`config.mk`:
```
export PLATFORM = sky130hd
export DESIGN_NAME = mandelbrot_render_ctrl
export DESIGN_NICKNAME = d
export VERILOG_FILES = /design/src/rtl/mandelbrot_pkg.sv /design/src/rtl/mandelbrot_credit_cnt.sv /design/src/rtl/mandelbrot_render_ctrl.sv
export SDC_FILE = /design/constraint.sdc
export NUM_CORES = 1
export LEC_CHECK = 0
export BUFFER_PORTS_ARGS = -buffer_cell sky130_fd_sc_hd__buf_2
export CAP_MARGIN = 30
export CORE_UTILIZATION = 57
export DETAILED_ROUTE_END_ITERATION = 7
export GPL_TIMING_DRIVEN = 0
export PLACE_DENSITY = 0.84
export SLEW_MARGIN = 40
export SYNTH_ARGS = -nofsm -noshare
export SYNTH_HDL_FRONTEND = slang
export SYNTH_SLANG_ARGS = --single-unit
```
`constraint.sdc`:
```
create_clock -name clk_pix_1x -period 7.1 [get_ports clk_pix_1x]
set_clock_uncertainty 0.2 [all_clocks]
set_input_delay 1.775 -clock clk_pix_1x [delete_from_list [all_inputs] [get_ports clk_pix_1x]]
set_output_delay 1.775 -clock clk_pix_1x [all_outputs]
set_load 0.1 [all_outputs]
```
`src/rtl/mandelbrot_pkg.sv`:
```
// Shared constants, FSM state type and grey-level mapping for the Mandelbrot render controller.
package mandelbrot_pkg;

   localparam int unsigned GRID_W   = 160;
   localparam int unsigned GRID_H   = 120;
   localparam int unsigned ITER_W   = 6;
   localparam int unsigned ITER_MAX = (1 << ITER_W) - 1;
   localparam int unsigned MAX_OUT  = 8;
   localparam int unsigned FB_AW    = 15;
   localparam int unsigned NUM_PIX  = GRID_W * GRID_H;
   localparam int unsigned CNT_W    = $clog2(MAX_OUT + 1);

   typedef enum logic [1:0] {
      StIdle,
      StIssue,
      StDrain,
      StDone
   } state_e;

   // Points inside the set are drawn black; others scale the count into the upper grey bits.
   function automatic logic [7:0] iter_to_grey(input logic [ITER_W-1:0] iter);
      logic [7:0] grey;
      if (iter == ITER_W'(ITER_MAX)) begin
         grey = 8'd0;
      end else begin
         grey = {iter, {(8 - ITER_W){1'b0}}};
      end
      return grey;
   endfunction

endpackage

```
`src/rtl/mandelbrot_credit_cnt.sv`:
```
// Outstanding-request counter: limits in-flight engine requests to MaxOut.
module mandelbrot_credit_cnt #(
   parameter int unsigned MaxOut = 8,
   parameter int unsigned CntW   = $clog2(MaxOut + 1)
) (
   input  logic clk_pix_1x,
   input  logic rst,
   input  logic inc,
   input  logic dec,
   output logic can_issue,
   output logic nonzero
);

   logic [CntW-1:0] count_q;

   // Count up on issue, down on result; both together leave the count unchanged.
   always_ff @(posedge clk_pix_1x) begin
      if (rst) begin
         count_q <= '0;
      end else if (inc && !dec) begin
         count_q <= count_q + CntW'(1);
      end else if (dec && !inc) begin
         count_q <= count_q - CntW'(1);
      end
   end

   assign can_issue = (count_q < CntW'(MaxOut));
   assign nonzero   = (count_q != '0);

endmodule

```
`src/rtl/mandelbrot_render_ctrl.sv`:
```
// Render sequencer: scans the grid into the iteration engine and writes results to the framebuffer.
module mandelbrot_render_ctrl
   import mandelbrot_pkg::*;
(
   input  logic              clk_pix_1x,
   input  logic              rst,
   input  logic              frame_start,
   input  logic [7:0]        cfg_zoom,
   output logic              eng_valid,
   input  logic              eng_ready,
   output logic [7:0]        eng_x,
   output logic [6:0]        eng_y,
   output logic [7:0]        eng_zoom,
   input  logic              res_valid,
   input  logic [ITER_W-1:0] res_iter,
   output logic              fb_we,
   output logic [FB_AW-1:0]  fb_addr,
   output logic [7:0]        fb_data,
   output logic              busy,
   output logic              done,
   output logic              err_spurious
);

   state_e           state_q, state_d;
   logic [7:0]       x_q;
   logic [6:0]       y_q;
   logic [FB_AW-1:0] wr_addr_q;
   logic [7:0]       zoom_q;
   logic             zoom_valid_q;
   logic             fb_we_q;
   logic [FB_AW-1:0] fb_addr_q;
   logic [7:0]       fb_data_q;
   logic             err_q;

   logic can_issue, has_out;
   logic hs, res_acc, start, last_col, last_row;

   assign eng_valid = (state_q == StIssue) && can_issue;
   assign hs        = eng_valid && eng_ready;
   // Results with nothing outstanding are stale (e.g. left over from an aborted render).
   assign res_acc   = res_valid && has_out;
   assign last_col  = (x_q == 8'(GRID_W - 1));
   assign last_row  = (y_q == 7'(GRID_H - 1));
   assign start     = (state_q == StIdle) && frame_start &&
                      (!zoom_valid_q || (cfg_zoom != zoom_q));

   mandelbrot_credit_cnt #(
      .MaxOut (MAX_OUT),
      .CntW   (CNT_W)
   ) u_credit (
      .clk_pix_1x (clk_pix_1x),
      .rst        (rst),
      .inc        (hs),
      .dec        (res_acc),
      .can_issue  (can_issue),
      .nonzero    (has_out)
   );

   // FSM state register.
   always_ff @(posedge clk_pix_1x) begin
      if (rst) begin
         state_q <= StIdle;
      end else begin
         state_q <= state_d;
      end
   end

   // FSM next-state logic.
   always_comb begin
      state_d = state_q;
      unique case (state_q)
         StIdle:  if (start) state_d = StIssue;
         StIssue: if (hs && last_col && last_row) state_d = StDrain;
         StDrain: if (!has_out && (wr_addr_q == FB_AW'(NUM_PIX))) state_d = StDone;
         StDone:  state_d = StIdle;
         default: state_d = StIdle;
      endcase
   end

   // Zoom latch and row-major scan position of the next request.
   always_ff @(posedge clk_pix_1x) begin
      if (rst) begin
         zoom_q       <= '0;
         zoom_valid_q <= 1'b0;
         x_q          <= '0;
         y_q          <= '0;
      end else if (start) begin
         zoom_q       <= cfg_zoom;
         zoom_valid_q <= 1'b1;
         x_q          <= '0;
         y_q          <= '0;
      end else if (hs) begin
         if (last_col) begin
            x_q <= '0;
            y_q <= last_row ? '0 : y_q + 7'd1;
         end else begin
            x_q <= x_q + 8'd1;
         end
      end
   end

   // Write pointer and registered framebuffer write port; results are accepted every cycle.
   always_ff @(posedge clk_pix_1x) begin
      if (rst) begin
         wr_addr_q <= '0;
         fb_we_q   <= 1'b0;
         fb_addr_q <= '0;
         fb_data_q <= '0;
         err_q     <= 1'b0;
      end else begin
         fb_we_q <= res_acc;
         if (res_acc) begin
            fb_addr_q <= wr_addr_q;
            fb_data_q <= iter_to_grey(res_iter);
         end
         if (start) begin
            wr_addr_q <= '0;
         end else if (res_acc) begin
            wr_addr_q <= wr_addr_q + FB_AW'(1);
         end
         if (res_valid && !has_out) begin
            err_q <= 1'b1;
         end
      end
   end

   assign eng_x        = x_q;
   assign eng_y        = y_q;
   assign eng_zoom     = zoom_q;
   assign fb_we        = fb_we_q;
   assign fb_addr      = fb_addr_q;
   assign fb_data      = fb_data_q;
   assign busy         = (state_q != StIdle);
   assign done         = (state_q == StDone);
   assign err_spurious = err_q;

endmodule

```
# [After elaboration in Yosys (flattened, before gate mapping)]
# Cells that the tools add are included.
[word_totals] in_bits=19 regBits=70
[op_classes] n_lt_le_gt_ge=1 add_sub_neg=5 mux=9 eq_ne=11 reduce_logical=23
[op_table] op="8-bit 2-to-1 mux" count=2
[op_table] op="15-bit by 1-bit adder with 15-bit output, second input constant" count=1
[op_table] op="15-bit == test, second input constant" count=1
[op_table] op="1-bit logical AND" count=11
[op_table] op="8-bit by 1-bit adder with 8-bit output, second input constant" count=1
[op_table] op="8-bit == test, second input constant" count=1
[op_table] op="4-bit 2-to-1 mux" count=2
[op_table] op="8-bit inequality test" count=1
[op_table] op="2-bit case mux with 4 select lines" count=1
[op_table] op="7-bit by 1-bit adder with 7-bit output, second input constant" count=1
[op_table] op="7-bit == test, second input constant" count=1
[op_table] op="7-bit 2-to-1 mux" count=1
[op_table] op="6-bit == test, second input constant" count=1
[op_table] op="2-bit 2-to-1 mux" count=3
[op_table] op="4-bit by 1-bit adder with 4-bit output, second input constant" count=1
[op_table] op="2-bit == test, second input constant" count=2
[op_table] op="1-bit logical NOT" count=4
[op_table] op="4-bit less-than comparator, second input constant" count=1
[op_table] op="2-bit inequality test, second input constant" count=2
[op_table] op="2-bit nonzero test" count=2
[op_table] op="4-bit nonzero test" count=1
[op_table] op="4-bit by 1-bit subtractor with 4-bit output, second input constant" count=1
[op_table] op="3-bit AND reduction" count=1
[op_table] op="2-bit by 1-bit == test with 1-bit output, second input constant" count=1
[op_table] op="other kinds (5)" count=5

# [Logic depth before layout (Yosys ltp)]
# Gate-level depths: netlist (run 1).
[depth] ltp_word=7 mapped_depth=12 mapped_depth_nobuf=11

# [Cells and area by module]
# Synthesis (run 1) repeated with hierarchy kept, for this count alone.
[unflattened] hier_cells=356 area_unflattened_um2=3034.2
[by_module_without_submodules] module="mandelbrot_render_ctrl" area_per_inst_um2=2780.2 n_inst=1 cells_per_inst=327
[by_module_without_submodules] module="mandelbrot_credit_cnt" area_per_inst_um2=254.0 n_inst=1 cells_per_inst=29

# [Least setup slack after synthesis (run 1)]
# No wires, ideal clock.
[synth_timing] kind="input to register" start="input res_valid" end="register u_credit.count_q[3]" path_slack_ps=3090 path_buffers=1 setup_time_ps=70 t_required_ps=6830 arrival_time_ps=3739 path_stages=11 cell_sequence="o41a_1 > inv_2 > buf_1 > ha_1 > inv_1 > ha_1 > a21o_2 > a21oi_1 > xnor2_1 > or3_1 > a21oi_1"
[synth_between] elab_chain_cells=4
[synth_rtl] item="from (decl)" line_no="mandelbrot_render_ctrl.sv:14" text="input logic res_valid,"
[synth_rtl] item="1-bit logical AND (*)" line_no="mandelbrot_render_ctrl.sv:41" text="assign res_acc = res_valid && has_out;"
[synth_rtl] item="1-bit logical NOT" line_no="mandelbrot_credit_cnt.sv:20" text="end else if (inc && !dec) begin"
[synth_rtl] item="1-bit logical AND" line_no="mandelbrot_credit_cnt.sv:20"
[synth_rtl] item="4-bit 2-to-1 mux or 2-bit nonzero test (tied branches)"
[synth_rtl] item="to (signal assigned)" line_no="mandelbrot_credit_cnt.sv:21" text="count_q <= count_q + CntW'(1);"
[synth_rtl] item="to (signal assigned)" line_no="mandelbrot_credit_cnt.sv:23" text="count_q <= count_q - CntW'(1);"
[synth_rtl] item="to (decl)" line_no="mandelbrot_credit_cnt.sv:14" text="logic [CntW-1:0] count_q;"
# Mark *: on every way between the ends. The rest lies on a longest branch, timed or not.
# A chain may end at the register's enable or synchronous reset.

# [Worst setup path after layout (run 1)]
# Ends and elaborated chain as after synthesis.

==> results of run 1 <==
[cells in the mapped netlist, drive strengths merged, types with 4 or more instances]
cell	number	area [um2]
nand2	63	236
nor2	45	169
a22oi	6	45.0
nand4	10	62.6
nand2b	6	37.5
and4	4	35.0
nand3	9	45.0
xnor2	21	184
mux2i	7	70.1
nor3	8	40.0
buf	9	43.8
inv	9	33.8
dfxtp	68	1360
a21oi	27	135
xor2	14	123
ha	12	150
clkbuf	8	30.0
[through the flow]
stage	util, %	worst slack, ns	hold WS (ns)
global route	71.3	2.77	0.281
global placement	67.6	2.69	0.241
floorplan	-	3.09	0.240
finish	71.3	2.95	0.252
CTS	71.3	2.97	0.254
detailed placement	67.6	2.64	0.243
[cell families after synthesis]
group / count (synthesis) / synth area share (%)
flops: 68 / 44.7
xor+xnor: 35 / 10.1
compound gates: 44 / 8.95
mux: 7 / 2.30
buf+inv: 26 / 3.53
simple gates: 161 / 24.8
fa+ha+maj: 13 / 5.59
other cells: 1 / 0.123
[cell type report]
cell class,count,area [um2],share of cell area [%]
Multi-Input combinational cell,262,1580,43.1
Inverter,9,33.8,0.922
Timing Repair Buffer,67,335,9.15
Sequential cell,68,1360,37.1
Buffer,17,73.8,2.01
Clock inverter,6,65.1,1.77
Tap cell,70,87.6,2.39
Clock buffer,10,128,3.48
[worst max-delay path, cell delays in order]
cell,delay [ns]
buf_2,0.11
o41a_1,0.15
inv_2,0.17
buf_1,0.41
ha_1,0.29
inv_1,0.09
ha_1,0.29
a21o_2,0.22
a21oi_1,0.18
xnor2_1,0.10
or3_1,0.31
a21oi_1,0.13
[power groups by stage]
stage	Clock, mW	Combinational (mW)	Sequential, mW
after global placement	0	0.503	0.460
after global routing	0.333	0.559	0.460
final	0.307	0.517	0.455
after CTS	0.312	0.517	0.455
after detailed placement	0	0.515	0.463
after floorplan	0	0.293	0.590
[sequential cells by signal, summed over array words and instances, names as in the netlist]
signal	flops
eng_x	8
eng_y	7
eng_zoom	8
err_spurious	1
fb_addr	15
fb_data	6
fb_we	1
state_q	2
u_credit.count_q	4
wr_addr_q	15
zoom_valid_q	1
[worst max path at each step]
stage | from | endpoint | slack [ns] | cells after the start
after floorplan | res_valid | u_credit.count_q[3] | 3.09 | 11
after global placement | res_valid | u_credit.count_q[3] | 2.69 | 12
after detailed placement | res_valid | u_credit.count_q[3] | 2.64 | 12
after CTS | res_valid | u_credit.count_q[3] | 2.97 | 12
after global routing | res_valid | u_credit.count_q[3] | 2.77 | 12
final | res_valid | u_credit.count_q[3] | 2.95 | 12
[per-layer routing]
| metal | vias up | track usage (%) | wire, um |
|---|---|---|---|
| met4 | 0 | 12.8 | 89 |
| met5 | - | 0 | 0 |
| met2 | 83 | 43.1 | 3080 |
| met1 | 1228 | 31.2 | 3040 |
| li1 | 1351 | - | - |
| met3 | 8 | 4.69 | 322 |
==> key figures, run 1 <==
Run status
  – Outcome: complete, no violations

Clock network
  – H-tree levels: 3
  – Setup bufs post-CTS: 0
  – # resized after CTS: 0
  – Worst-Skew Late Latency: 0.34 ns
  – Clock transition at path regs: 0.07 ns
  – CTS sink cnt: 68
  – Max clock buf depth: 2
  – CTS tree: built
  – CTS buffer count: 9
  – Root Buffer: clkbuf_8
  – Post-CTS Hold Fix Bufs: 0

Synth
  – YS warnings: 0
  – Synth unique cells: 42
  – Async set-or-reset flop fraction in the synthesized netlist: 0%
  – Cell Area, Synth: 3050 um2
  – Syn_area_per_cell: 8.58 um2
  – Main synth FF type: dfxtp_1
  – Number of synthesized flops with an enable pin: 0
  – Post-synthesis sequential area ratio: 44.7%
  – Cells after Synth: 355
  – Synthesized flop and latch total: 68

STA
  – Setup violators final: 0
  – RSZ-0062 raised after global routing: no
  – Worst Max-Slew Pin Slew: 0.528 ns
  – Slew HR: 64.8%
  – Hold Fails Final Rpt: 0
  – Setup tns final: 0 ns
  – Max Clock Freq: 0.241 GHz
  – Fin. max-slew vios: 0
  – Fin crit period: 4.15 ns
  – Fin crit share: 58.5%

Setup path
  – Setup CP Type: in2reg
  – Reg2Reg Setup Slack: 3.77 ns
  – WP data arrival: 4.22 ns
  – CP Max Fanout: 10
  – Worst reg2reg endpoint: u_credit.count_q[3]
  – R2R depth: 11
  – Crit. End Element: register
  – Worst EP required: 7.17 ns
  – RR Startpoint: u_credit.count_q[0]
  – Startpoint Class: input port

Die
  – Core area: 5140 um2
  – Die ar.: 5640 um2
  – DIE WIDTH: 75.1 um
  – Initial Utilization: 59.3%
  – Ports: 70
  – Row cnt: 26
  – Die Ht: 75.1 um

Drt
  – Drt first pass iters: 4
  – DRT iter0 DRCs: 97
  – Detail Route Antenna Nets: 0
  – Drt wl/cell: 12.8 um
  – Drt via density: 5.25
  – Final wirelength: 6.53 mm
  – Via Count: 2670
  – Drt drc: 0

Power and ir drop
  – Net switching power figure: 0.562 mW
  – Switching fraction of total power: 44.0%
  – Pwr Density: 349 nW/um2
  – Reg power frac: 35.6%
  – Comb pwr share: 40.4%
  – Total power: 1.28 mW
  – Internal: 0.717 mW
  – Pleak: 1.53 nW
  – Power share of the clock group: 24.0%
  – Peak supply drop: 277 uV

Place
  – Post-placement cell area: 3470 um2
  – RePlAce Congestion: 0.876
  – Dpl cells: 493
  – Number of I/O port buffers: 67
  – Hpwl dp: 4.86 mm

Final layout
  – Antenna diode count: 0
  – Share of cells above drive strength 1: 20.7%
  – Finished Layout Cells: 509
  – Most common cell after layout, fill and taps aside: buf_2
  – Fillcell total: 416
  – P&R area growth vs syn: 20.3%
  – Finished Cell Area: 3670 um2
  – Most frequent cells in the layout: buf_2 (69), dfxtp_1 (68), nand2_1 (63)
  – Final #Nets: 466

Global routing
  – Total Routing Usage GR: 25.5%
  – Grt ovf: 0
  – Initial antenna violation count: 0
  – Global-route wire length before repair: 10.8 mm
  – Vias in the first global route: 2528
  – Pin count of the biggest net entering global routing: 13

Worst hold path
  – Hold Path Origin: fb_addr[7]
  – Hold Path Class: reg2reg
  – Hold Crit Depth: 2
  – Hold Path Sink: fb_addr[7]

Run
  – Max-Cap Viols: 0
No activity file was read; power rests on OpenSTA's default activity.
==> inputs of run 2 (changes only) <==
Settings changed: CORE_UTILIZATION 57 to 48, PLACE_DENSITY 0.84 to 0.75.
Clock period 7.1 ns to 3.6 ns, I/O delays scaled along.
==> run 2 against run 1 <==
Non-clock buffer count stayed put. Final cell count grew 0.98%. Worst setup slack lost 2.7 ns. Total power grew 93%. Global-route usage shrank 4.4 points. Wire length fell by 1.6%. Critical path type is now reg2reg. Largest power group unchanged.
==> key figures, run 2 (synthesis results as in run 1) <==
Clock network
  – CTS tree: built
  – Post-CTS Hold Fix Bufs: 0
  – Worst-Skew Late Latency: 0.34 ns
  – Max clock buf depth: 2
  – Clock transition at path regs: 0.08 ns
  – H-tree levels: 3
  – # resized after CTS: 0
  – CTS buffer count: 9
  – Root Buffer: clkbuf_8
  – Setup bufs post-CTS: 0
  – CTS sink cnt: 68

Die
  – Ports: 70
  – Die ar.: 6670 um2
  – Row cnt: 28
  – Initial Utilization: 50.6%
  – Die Ht: 81.7 um
  – DIE WIDTH: 81.7 um
  – Core area: 6030 um2

STA
  – Fin crit period: 3.32 ns
  – Hold Fails Final Rpt: 0
  – Slew HR: 63.2%
  – Worst Max-Slew Pin Slew: 0.551 ns
  – RSZ-0062 raised after global routing: no
  – Fin. max-slew vios: 0
  – Max Clock Freq: 0.301 GHz
  – Fin crit share: 92.2%
  – Fin worst setup slack: 0.282 ns
  – Setup violators final: 0
  – Setup tns final: 0 ns
  – Final hold slack: 0.256 ns

Final layout
  – P&R area growth vs syn: 20.0%
  – Fillcell total: 551
  – Antenna diode count: 0
  – Share of cells above drive strength 1: 21.0%
  – Most frequent cells in the layout: buf_2 (69), dfxtp_1 (68), nand2_1 (63)
  – Final #Nets: 466
  – Most common cell after layout, fill and taps aside: buf_2
  – Layout Utilization: 60.7%
  – Sequential cell area: 1360 um2
  – Multi-input gate area: 1580 um2
  – Finished Layout Cells: 514
  – Finished Cell Area: 3660 um2

Power and ir drop
  – Pwr Density: 676 nW/um2
  – Total power: 2.47 mW
  – Power share of the clock group: 22.7%
  – Internal: 1.36 mW
  – Reg power frac: 36.2%
  – Switching fraction of total power: 44.9%
  – Net switching power figure: 1.11 mW
  – Peak supply drop: 518 uV
  – Comb pwr share: 41.1%
  – Pleak: 1.53 nW

Setup path
  – Startpoint Class: register
  – Crit-path cells: o41a_1 > inv_2 > buf_1 > ha_1 > inv_1 > ha_1 > a21o_2 > a21oi_1 > xnor2_1 > or3_1 > a21oi_1
  – Setup CP Type: reg2reg
  – RR Startpoint: u_credit.count_q[0]
  – Largest delay share family, worst path: compound AO/OA/AOI/OAI gates
  – WP data arrival: 3.39 ns
  – Crit. End Element: register
  – CP Launch Point: u_credit.count_q[0]
  – Max incr delay on CP: 0.51 ns
  – Worst EP required: 3.67 ns
  – CP Max Fanout: 10
  – Slowest CP cell: o41a_1
  – Bufs and invs on worst path: 3

Place
  – Number of I/O port buffers: 67
  – Pre-CTS setup slack: -0.0159 ns
  – RePlAce Congestion: 0.800
  – Hpwl dp: 4.75 mm
  – Post-placement cell area: 3480 um2
  – Dpl cells: 498

Drt
  – Drt drc: 0
  – Final wirelength: 6.43 mm
  – Via Count: 2629
  – Drt wl/cell: 12.5 um
  – Detail Route Antenna Nets: 0
  – Drt via density: 5.11
  – DRT iter0 DRCs: 140
  – Drt first pass iters: 5

Global routing
  – Global-route wire length before repair: 10.8 mm
  – Initial antenna violation count: 0
  – Vias in the first global route: 2477
  – Grt ovf: 0
  – Pin count of the biggest net entering global routing: 13
  – Total Routing Usage GR: 21.1%

Worst hold path
  – Hold Path Class: reg2reg
  – Hold Path Origin: fb_addr[2]

Run
  – Max-Cap Viols: 0

Run status
  – Outcome: complete, no violations
run 2: tightest hold or removal path, stage by stage (launching register included):
cell and delay, ns:
dfxtp_1 0.31, nand2_1 0.05, a21oi_1 0.05
run 2: final cells by class:
type	count	share of cell area, %
well taps	75	2.57
plain buffers	17	2.02
flip-flops and latches	68	37.2
inverters	9	0.924
multi-input cells	262	43.2
repair buffers	67	9.17
clock inverters	6	1.09
clock buffers	10	3.76
run 2: path summary, 6_finish.rpt:
check	endpoint	slack, ns	cells after the start
worst max-delay path	u_credit.count_q[3]	0.28	11
worst min-delay path	fb_addr[2]	0.26	2
worst max register to register	u_credit.count_q[3]	0.28	11
worst min register to register	fb_addr[2]	0.26	2
run 2: power by group through the flow:
stage,Clock [mW],Sequential (mW),Combinational (mW)
floorplan,0,1.16,0.578
global placement,0,0.909,0.997
detailed placement,0,0.911,1.02
CTS,0.570,0.895,1.02
global route,0.600,0.905,1.10
finish,0.562,0.894,1.02
run 2: routing by layer:
metal  GRT usage (%)  wire (um)  vias to the layer above
li1                -          -                     1348
met1            26.9       3090                     1190
met2            34.1       2890                       80
met3            4.67        350                       11
met4            9.30         97                        0
met5               0          0                        -
